**config.mk**
```make
export PLATFORM = sky130hd
export DESIGN_NAME = debounce_edge
export DESIGN_NICKNAME = d
export VERILOG_FILES = /design/src/rtl/debounce_edge.sv
export SDC_FILE = /design/constraint.sdc
export NUM_CORES = 1
export LEC_CHECK = 0
export CORE_AREA = 5 5 61 63
export CTS_BUF_LIST = sky130_fd_sc_hd__clkbuf_8 sky130_fd_sc_hd__clkbuf_16
export CTS_CLUSTER_SIZE = 12
export DETAILED_ROUTE_END_ITERATION = 7
export DIE_AREA = 0 0 66 68
export PLACE_DENSITY = 0.61
export SLEW_MARGIN = 20
export SYNTH_ARGS = -nofsm -noshare
export SYNTH_HDL_FRONTEND = slang
export SYNTH_SLANG_ARGS = --single-unit
export TNS_END_PERCENT = 100
```
**constraint.sdc**
```tcl
create_clock -name i_clk -period 2.14 [get_ports i_clk]
set_input_delay 0.321 -clock i_clk [delete_from_list [all_inputs] [get_ports i_clk]]
set_output_delay 0.321 -clock i_clk [all_outputs]
set_load 0.05 [all_outputs]
```
**src/rtl/debounce_edge.sv**
```systemverilog
// debounce_edge: synchroniser plus consecutive-sample debouncer giving a clean level and rise/fall pulses.
// A held input reaches o_level after SYNC_STAGES+DEBOUNCE_CYCLES edges; DEBOUNCE_LONG_PRESS_EN adds o_long.
module debounce_edge #(
   parameter int unsigned SYNC_STAGES     = 2,
   parameter int unsigned DEBOUNCE_CYCLES = 1000,
   parameter int unsigned CNT_W           = 16,
   parameter logic        RESET_LEVEL     = 1'b0,
   parameter int unsigned LONG_CYCLES     = 50000,
   parameter int unsigned LONG_W          = 16
) (
   input  logic i_clk,
   input  logic i_rst,
   input  logic i_raw,
   output logic o_level,
   output logic o_rise,
   output logic o_fall,
`ifdef DEBOUNCE_LONG_PRESS_EN
   output logic o_long,
`endif
   output logic o_busy
);

   if (SYNC_STAGES < 2) begin : g_bad_sync
      $error("debounce_edge: SYNC_STAGES must be 2 or more");
   end
   if (DEBOUNCE_CYCLES < 1 || (64'd1 << CNT_W) < 64'(DEBOUNCE_CYCLES)) begin : g_bad_cnt
      $error("debounce_edge: DEBOUNCE_CYCLES must be >= 1 and fit in CNT_W bits");
   end
   if ((64'd1 << LONG_W) <= 64'(LONG_CYCLES)) begin : g_bad_long
      $error("debounce_edge: LONG_CYCLES must fit in LONG_W bits");
   end

   localparam logic [CNT_W-1:0] CNT_LAST = CNT_W'(DEBOUNCE_CYCLES - 1);

   logic [SYNC_STAGES-1:0] sync_q;
   logic                   s;
   logic [CNT_W-1:0]       cnt_q;
   logic [CNT_W-1:0]       cnt_d;
   logic                   level_d;
   logic                   accept;

   always_ff @(posedge i_clk) begin
      if (i_rst) begin
         sync_q <= {SYNC_STAGES{RESET_LEVEL}};
      end else begin
         sync_q <= {sync_q[SYNC_STAGES-2:0], i_raw};
      end
   end

   assign s = sync_q[SYNC_STAGES-1];

   // Any sample matching the current level drops the count back to zero.
   always_comb begin
      cnt_d   = '0;
      level_d = o_level;
      accept  = 1'b0;
      if (s != o_level) begin
         if (cnt_q == CNT_LAST) begin
            accept  = 1'b1;
            level_d = s;
         end else begin
            cnt_d = cnt_q + 1'b1;
         end
      end
   end

   always_ff @(posedge i_clk) begin
      if (i_rst) begin
         o_level <= RESET_LEVEL;
         cnt_q   <= '0;
         o_rise  <= 1'b0;
         o_fall  <= 1'b0;
         o_busy  <= 1'b0;
      end else begin
         o_level <= level_d;
         cnt_q   <= cnt_d;
         o_rise  <= accept & s;
         o_fall  <= accept & ~s;
         o_busy  <= (cnt_d != '0);
      end
   end

`ifdef DEBOUNCE_LONG_PRESS_EN
   localparam logic [LONG_W-1:0] LONG_MAX = LONG_W'(LONG_CYCLES);

   logic [LONG_W-1:0] long_q;
   logic [LONG_W-1:0] long_d;

   // Saturating at LONG_MAX keeps a single pulse per press.
   always_comb begin
      long_d = '0;
      if (o_level) begin
         long_d = (long_q == LONG_MAX) ? long_q : long_q + 1'b1;
      end
   end

   always_ff @(posedge i_clk) begin
      if (i_rst) begin
         long_q <= '0;
         o_long <= 1'b0;
      end else begin
         long_q <= long_d;
         o_long <= (long_d == LONG_MAX) && (long_q != LONG_MAX);
      end
   end
`endif

endmodule

```
==> results of run 1 <==
critical path, cell delays in order, from the launching register on:
cell	delay (ps)
dfxtp_1	410
nand4_1	190
nor3_2	280
mux2_2	370
o2111a_1	250
a2111oi_2	320
a21oi_1	110
cells in the mapped netlist (2+ instances only):
cell type / instances / area (um^2)
a211oi_1: 2 / 15.0
a21oi_1: 2 / 10.0
and3_1: 3 / 18.8
buf_2: 2 / 10.0
buf_4: 3 / 22.5
buf_6: 5 / 56.3
dfxtp_1: 22 / 440
nand2_1: 11 / 41.3
nand3_1: 6 / 30.0
nand4_1: 5 / 31.3
nor2_1: 19 / 71.3
nor2b_1: 3 / 18.8
nor3_1: 2 / 10.0
nor4_1: 2 / 12.5
nor4b_1: 2 / 17.5
o21ai_0: 2 / 10.0
xnor2_1: 10 / 87.6
xor2_1: 8 / 70.1
final cells by class:
cell class	instances	area (um^2)	area share, %
repair buffers	19	158	11.5
flip-flops and latches	22	440	32.1
multi-input cells	98	642	46.8
inverters	1	3.75	0.273
clock buffers	3	41.3	3.01
clock inverters	1	30.0	2.19
well taps	46	57.6	4.19
what timing repair did:
| item | CTS | global route |
|---|---|---|
| setup endpoints to repair | 0 | 1 |
| buffers inserted | 0 | 0 |
| gates resized for setup | 0 | 1 |
| hold endpoints to repair | 0 | 0 |
power groups by stage:
stage	sequential (W)	clock (W)	combinational, W
finish	0.000413	0.000384	0.0000180
global route	0.000414	0.000414	0.0000199
CTS	0.000414	0.000397	0.0000182
detailed placement	0.000423	0	0.0000181
global placement	0.000423	0	0.0000179
floorplan	0.000425	0	0.00000690
sequential cells by signal, summed over array words and instances (netlist names):
signal and flops:
cnt_q 16, sync_q 2, o_busy 1, o_fall 1, o_level 1, o_rise 1
worst max-delay path by stage:
stage          slack (ps)  startpoint  depth (start not counted)  endpoint
2_1_floorplan         170    cnt_q[5]                          7    o_busy
3_3_place_gp          120    cnt_q[8]                          6    o_busy
3_5_place_dp           50    cnt_q[8]                          6    o_busy
4_1_cts                30    cnt_q[8]                          6    o_busy
5_1_grt               -20    cnt_q[8]                          6    o_busy
6_report               90    cnt_q[8]                          6    o_busy
layout by cell type, fill, tap and decap left out, types with 2 or more instances in the layout:
cell type,n
clkdlybuf4s50_1,6
nand4_1,5
xor2_1,8
nor2b_1,3
o21ai_0,2
nand3_1,6
nand2_1,11
clkbuf_8,3
nor2_1,19
nor4_1,2
nor4b_1,2
xnor2_1,10
a21oi_1,2
buf_4,13
a211oi_1,2
dfxtp_1,22
and3_1,3
cells by family (layout without fill, tap and decap cells):
group,count (synthesis),in the layout,share of synthesized area [%]
compound gates,14,14,9.16
xor+xnor,18,18,13.3
mux,2,2,1.79
simple gates,63,63,28.3
fa+ha+maj,1,1,1.05
buf+inv,13,24,9.37
flops,22,22,37.1
metrics by stage:
step | cell area (um^2) | total power (W) | hold WS, ps | setup slack (ps) | TNS, ps
floorplan | 1190 | 0.000431 | 393 | 170 | 0
finish | 1370 | 0.000815 | 450 | 91.2 | 0
global route | 1370 | 0.000848 | 468 | -19.3 | -19.3
global placement | 1300 | 0.000441 | 435 | 122 | 0
detailed placement | 1300 | 0.000441 | 427 | 47.9 | 0
CTS | 1370 | 0.000829 | 455 | 33.9 | 0
metal layers:
metal	part of all wire (%)	wire, um	GRT usage (%)
met5	0	0	0
met4	2.0	45	3.81
met3	5.0	116	3.45
met2	45	1040	20.3
met1	48	1100	15.0
==> metrics.md, run 1 <==
| Metric | Value |
|---|---|
| Global-route wire length before repair | ~4200 um |
| Internal power | 0.000670 W |
| Cells after Synth | between 100 and 150 |
| Fin cells | 190 |
| Setup violators final | 0 |
| CTS root buf | clkbuf_8 |
| Max-cap violations | 0 |
| Detail Placement HPWL | 1730 um |
| Slew Limit Fails | 0 |
| Slew margin rel. | between 60% and 70% |
| Total GRT Usage | between 10% and 20% |
| Post-synth EDFFs | 0 |
| Count of hold buffers inserted by post-cts repair | 0 |
| Crit Reg-Reg Endpoint | o_busy |
| Clock Power Share | a little under half |
| Largest net degree at the start of global routing | 16 |
| Routed len/inst | around 12 um |
| Cell Area, Synth | 1190 um^2 |
| Initial antenna violation count | 0 |
| Status | finished clean |
| Final Routed Wirelength | about 2300 um |
| Worst hold path endpoint | sync_q[1] |
| WP data required | around 2300 ps |
| Logic pwr share | 2.2% |
| Hold depth | 1 |
| Sequential fraction of the synthesis area | 37.1% |
| Sw Pwr | 0.000145 W |
| Clock Skew | between 4 and 5 ps |
| Ys async rst share | 0% |
| Syn-to-layout area delta | 15.5% |
| ANT nets after route | 0 |
| # rows | 21 |
| Placeable Area | 3180 um^2 |
| Hold wc startpoint | sync_q[0] |
| Max FO, Critical Path | 5 |
| Reg2Reg Depth | 6 |
| Routability-driven placement congestion ratio | 0.757 |
| Fmax | just under 0.5 GHz |
| Synth cell types | between 40 and 50 |
| Final Cycle Share | ~96% |
| CTS Buffer Depth | 2 |
| FF-to-FF Start | cnt_q[8] |
| Switching share of power | ~18% |
| Via count | roughly 940 |
| Slew at the pin with the worst max-slew slack | roughly 510 ps |
| Share of cells above drive strength 1 | 18.8% |
| Worst Setup End Kind | flop |
| Vias in the first global route | 977 |
| Post-synthesis register bit count | 22 |
| Via density per instance | between 4 and 5 |
| Crit path DAT | around 2200 ps |
| Tmin final | approximately 2000 ps |
| Die area | about 4500 um^2 |
| DRT Pass-1 Iters | 4 |
| H-Tree Depth | 1 |
| Final Util | about 43% |
| Min-delay worst type | reg -> reg |
| Syn_nets | roughly 140 |
| Floorplan die width | roughly 66 um |
| R2R Setup Slk | a little over 90 ps |
| Maximum vdd drop | between 0.3 and 0.4 mV |
| Fillers | 309 |
| Critical path class | reg -> reg |
| Placed insts | ~190 |
| Clock Latency Late Sink | between 200 and 300 ps |
| PortBufs | 6 |
| Diode count | 0 |
| Sequential Power Share | between 50% and 60% |
| Setup crit start kind | flop |
| Power per cell area | 594 nW/um^2 |
| Synthesis Warnings | 0 |
| Leak pwr | around 0.47 nW |
| CTS Buf Count | 3 |
| CTS tree | done |
| Initial Util | 37.4% |
| Nets | about 150 |
| # IOs | 7 |
| Syn_area_per_cell | between 8 and 9 um^2 |
| Sink Count | 22 |
| Clk slew on worst S/H paths | around 80 ps |
| Starting DRC count in detailed routing | between 50 and 60 |
| Die H | a little under 70 um |
| Ys flop type | dfxtp_1 |
| Drt drc | 0 |
| Final Hold Viols | 0 |
| GRT overflow | 0 |
Power figures use the tool's default switching activity.
==> run 2, diff against run 1 <==
TNS_END_PERCENT = not set   (was 100)
==> results of run 2 <==
No change in the layout: final DEF, timing and power equal those of run 1.
==> run 3, diff against run 2 <==
GPL_TIMING_DRIVEN = 0   (was not set)
==> metrics.md, run 3 (synthesis gave the netlist of run 1 again) <==
| Metric | Value |
|---|---|
| Status | finished clean |
| CTS Buffer Depth | 2 (unchanged) |
| CTS root buf | clkbuf_8 |
| Slew margin rel. | 66.7% (+0.73 points) |
| Die H | 68 um (unchanged) |
| CTS tree | done |
| WP data required | 2290 ps (about the same) |
| Fillers | 315 (+1.9%) |
| Share of cells above drive strength 1 | 22.4% (+3.6 points) |
| Final Cycle Share | 93.2% (-2.5 points) |
| Slew at the pin with the worst max-slew slack | 498 ps (-10.9 ps) |
| Vias in the first global route | 890 (-8.9%) |
| Count of hold buffers inserted by post-cts repair | 0 (unchanged) |
| Worst stage delay on the critical path | 440 ps (+30 ps) |
| Critical path class | reg -> reg |
| Drt drc | 0 (unchanged) |
| Tmin final | 1990 ps (-54.6 ps) |
| Placed insts | 185 (-0.54%) |
| Clock Skew | 4.59 ps (+0.358 ps) |
| # rows | 21 (unchanged) |
| Setup violators final | 0 (unchanged) |
| Max-cap violations | 0 (unchanged) |
| Largest registers | cnt_q (16), sync_q (2) |
| Initial Util | 37.4% (unchanged) |
| Power per cell area | 519 nW/um^2 (-13%) |
| CP top delay family | simple AND/OR/NAND/NOR gates |
| Commonest non-fill, non-tap cells in the layout | nor2_1 (19), dfxtp_1 (19), nand2_1 (11), xnor2_1 (10), xor2_1 (8) |
| Fin cells | 189 (-0.53%) |
| Leak pwr | 0.467 nW (-0.73%) |
| Detail Placement HPWL | 1650 um (-4.8%) |
| Crit path cell chain | ha_4 -> nand4_1 -> nor2_1 -> nand4_1 -> or2_2 -> a2111oi_4 -> a21oi_1 |
| Die area | 4490 um^2 (unchanged) |
| Routability-driven placement congestion ratio | 0.820 (+8.3%) |
| Final Hold Viols | 0 (unchanged) |
| Largest net degree at the start of global routing | 13 (-3) |
| Slew Limit Fails | 0 (unchanged) |
| Most frequent cell on the critical path | nand4_1 |
| H-Tree Depth | 1 (unchanged) |
| Initial antenna violation count | 0 (unchanged) |
| Routed len/inst | 12.3 um (+1.6%) |
| PortBufs | 6 (unchanged) |
| Final Routed Wirelength | 2320 um (+1.0%) |
| Max FO, Critical Path | 7 (+2) |
| Via count | 944 (+0.11%) |
| Crit path DAT | 2140 ps (-60 ps) |
| Floorplan die width | 66 um (unchanged) |
| WP buf/inv | 0 (unchanged) |
| Power after layout | 0.000736 W (-9.7%) |
| Global-route wire length before repair | 4030 um (-4.7%) |
| Placeable Area | 3180 um^2 (unchanged) |
| Post-Place Setup Slack | -29.8 ps (-77.7 ps) |
| Final Util | 44.6% (+1.4 points) |
| Clock Latency Late Sink | 270 ps (about the same) |
| Number of flip-flops in the largest register | 16 (unchanged) |
| Setup crit start kind | flop |
| Starting DRC count in detailed routing | 38 (-36%) |
| DRT Pass-1 Iters | 6 (+2) |
| Total GRT Usage | 11.8% (-0.23 points) |
| # IOs | 7 (unchanged) |
| Fmax | 0.501 GHz (+2.7%) |
| Syn-to-layout area delta | 19.3% |
| GRT overflow | 0 (unchanged) |
| Slowest cell on the critical path | dfxtp_1 |
| Maximum vdd drop | 0.301 mV (-23%) |
| Min-delay worst type | reg -> reg |
| Reg with most FFs | cnt_q |
| Nets | 148 (-0.67%) |
| Sink Count | 22 (unchanged) |
| Setup ws final | 146 ps (+54.6 ps) |
| Diode count | 0 (unchanged) |
| Via density per instance | 4.99 (+0.64%) |
| ANT nets after route | 0 (unchanged) |
| Worst Setup End Kind | flop |
| Clk slew on worst S/H paths | 80 ps (about the same) |
| CTS Buf Count | 3 (unchanged) |
[run 3: layout make-up]
class / instances / area, um^2 / area share [%]
clock buffers: 4 / 55.1 / 3.88
well taps: 46 / 57.6 / 4.06
multi-input cells: 98 / 682 / 48.1
repair buffers: 7 / 67.6 / 4.77
inverters: 1 / 3.75 / 0.265
plain buffers: 11 / 108 / 7.59
flip-flops and latches: 22 / 444 / 31.3
[run 3: stage by stage]
stage               cell area (um^2)  setup TNS, ps  hold WS (ps)
finish                          1420              0           458
global route                    1420          -2.93           494
CTS                             1360              0           462
floorplan                       1190              0           393
detailed placement              1310          -29.8           442
global placement                1310          -35.3           440
[run 3: power breakdown]
part	internal, W	leakage [nW]	switching [W]	total, W
registers	0.000412	0.179	0.00000211	0.000414
logic	0.00000820	0.259	0.00000914	0.0000173
clock network	0.000164	0.0288	0.000141	0.000305
[run 3: final timing paths]
path | startpoint | slack (ps) | end | cells after the start
worst min-delay path | sync_q[0] | 460 | sync_q[1] | 1
worst max register to register | cnt_q[0] | 150 | o_busy | 7
worst min register to register | sync_q[0] | 460 | sync_q[1] | 1
worst max-delay path | cnt_q[0] | 150 | o_busy | 7
[run 3: routing by layer]
layer	GRT usage (%)	vias to the layer above	share of wire [%]
met4	5.58	0	1.8
met5	0	-	0
met3	2.63	4	2.9
li1	-	479	-
met1	15.4	449	47
met2	18.6	12	48
[run 3: repair_timing]
action                                  in CTS  in global routing
resized for setup                            1                 10
setup buffers                                0                  1
endpoints found under the setup margin       1                  1
pin swaps                                    0                  4
endpoints found under the hold margin        0                  0
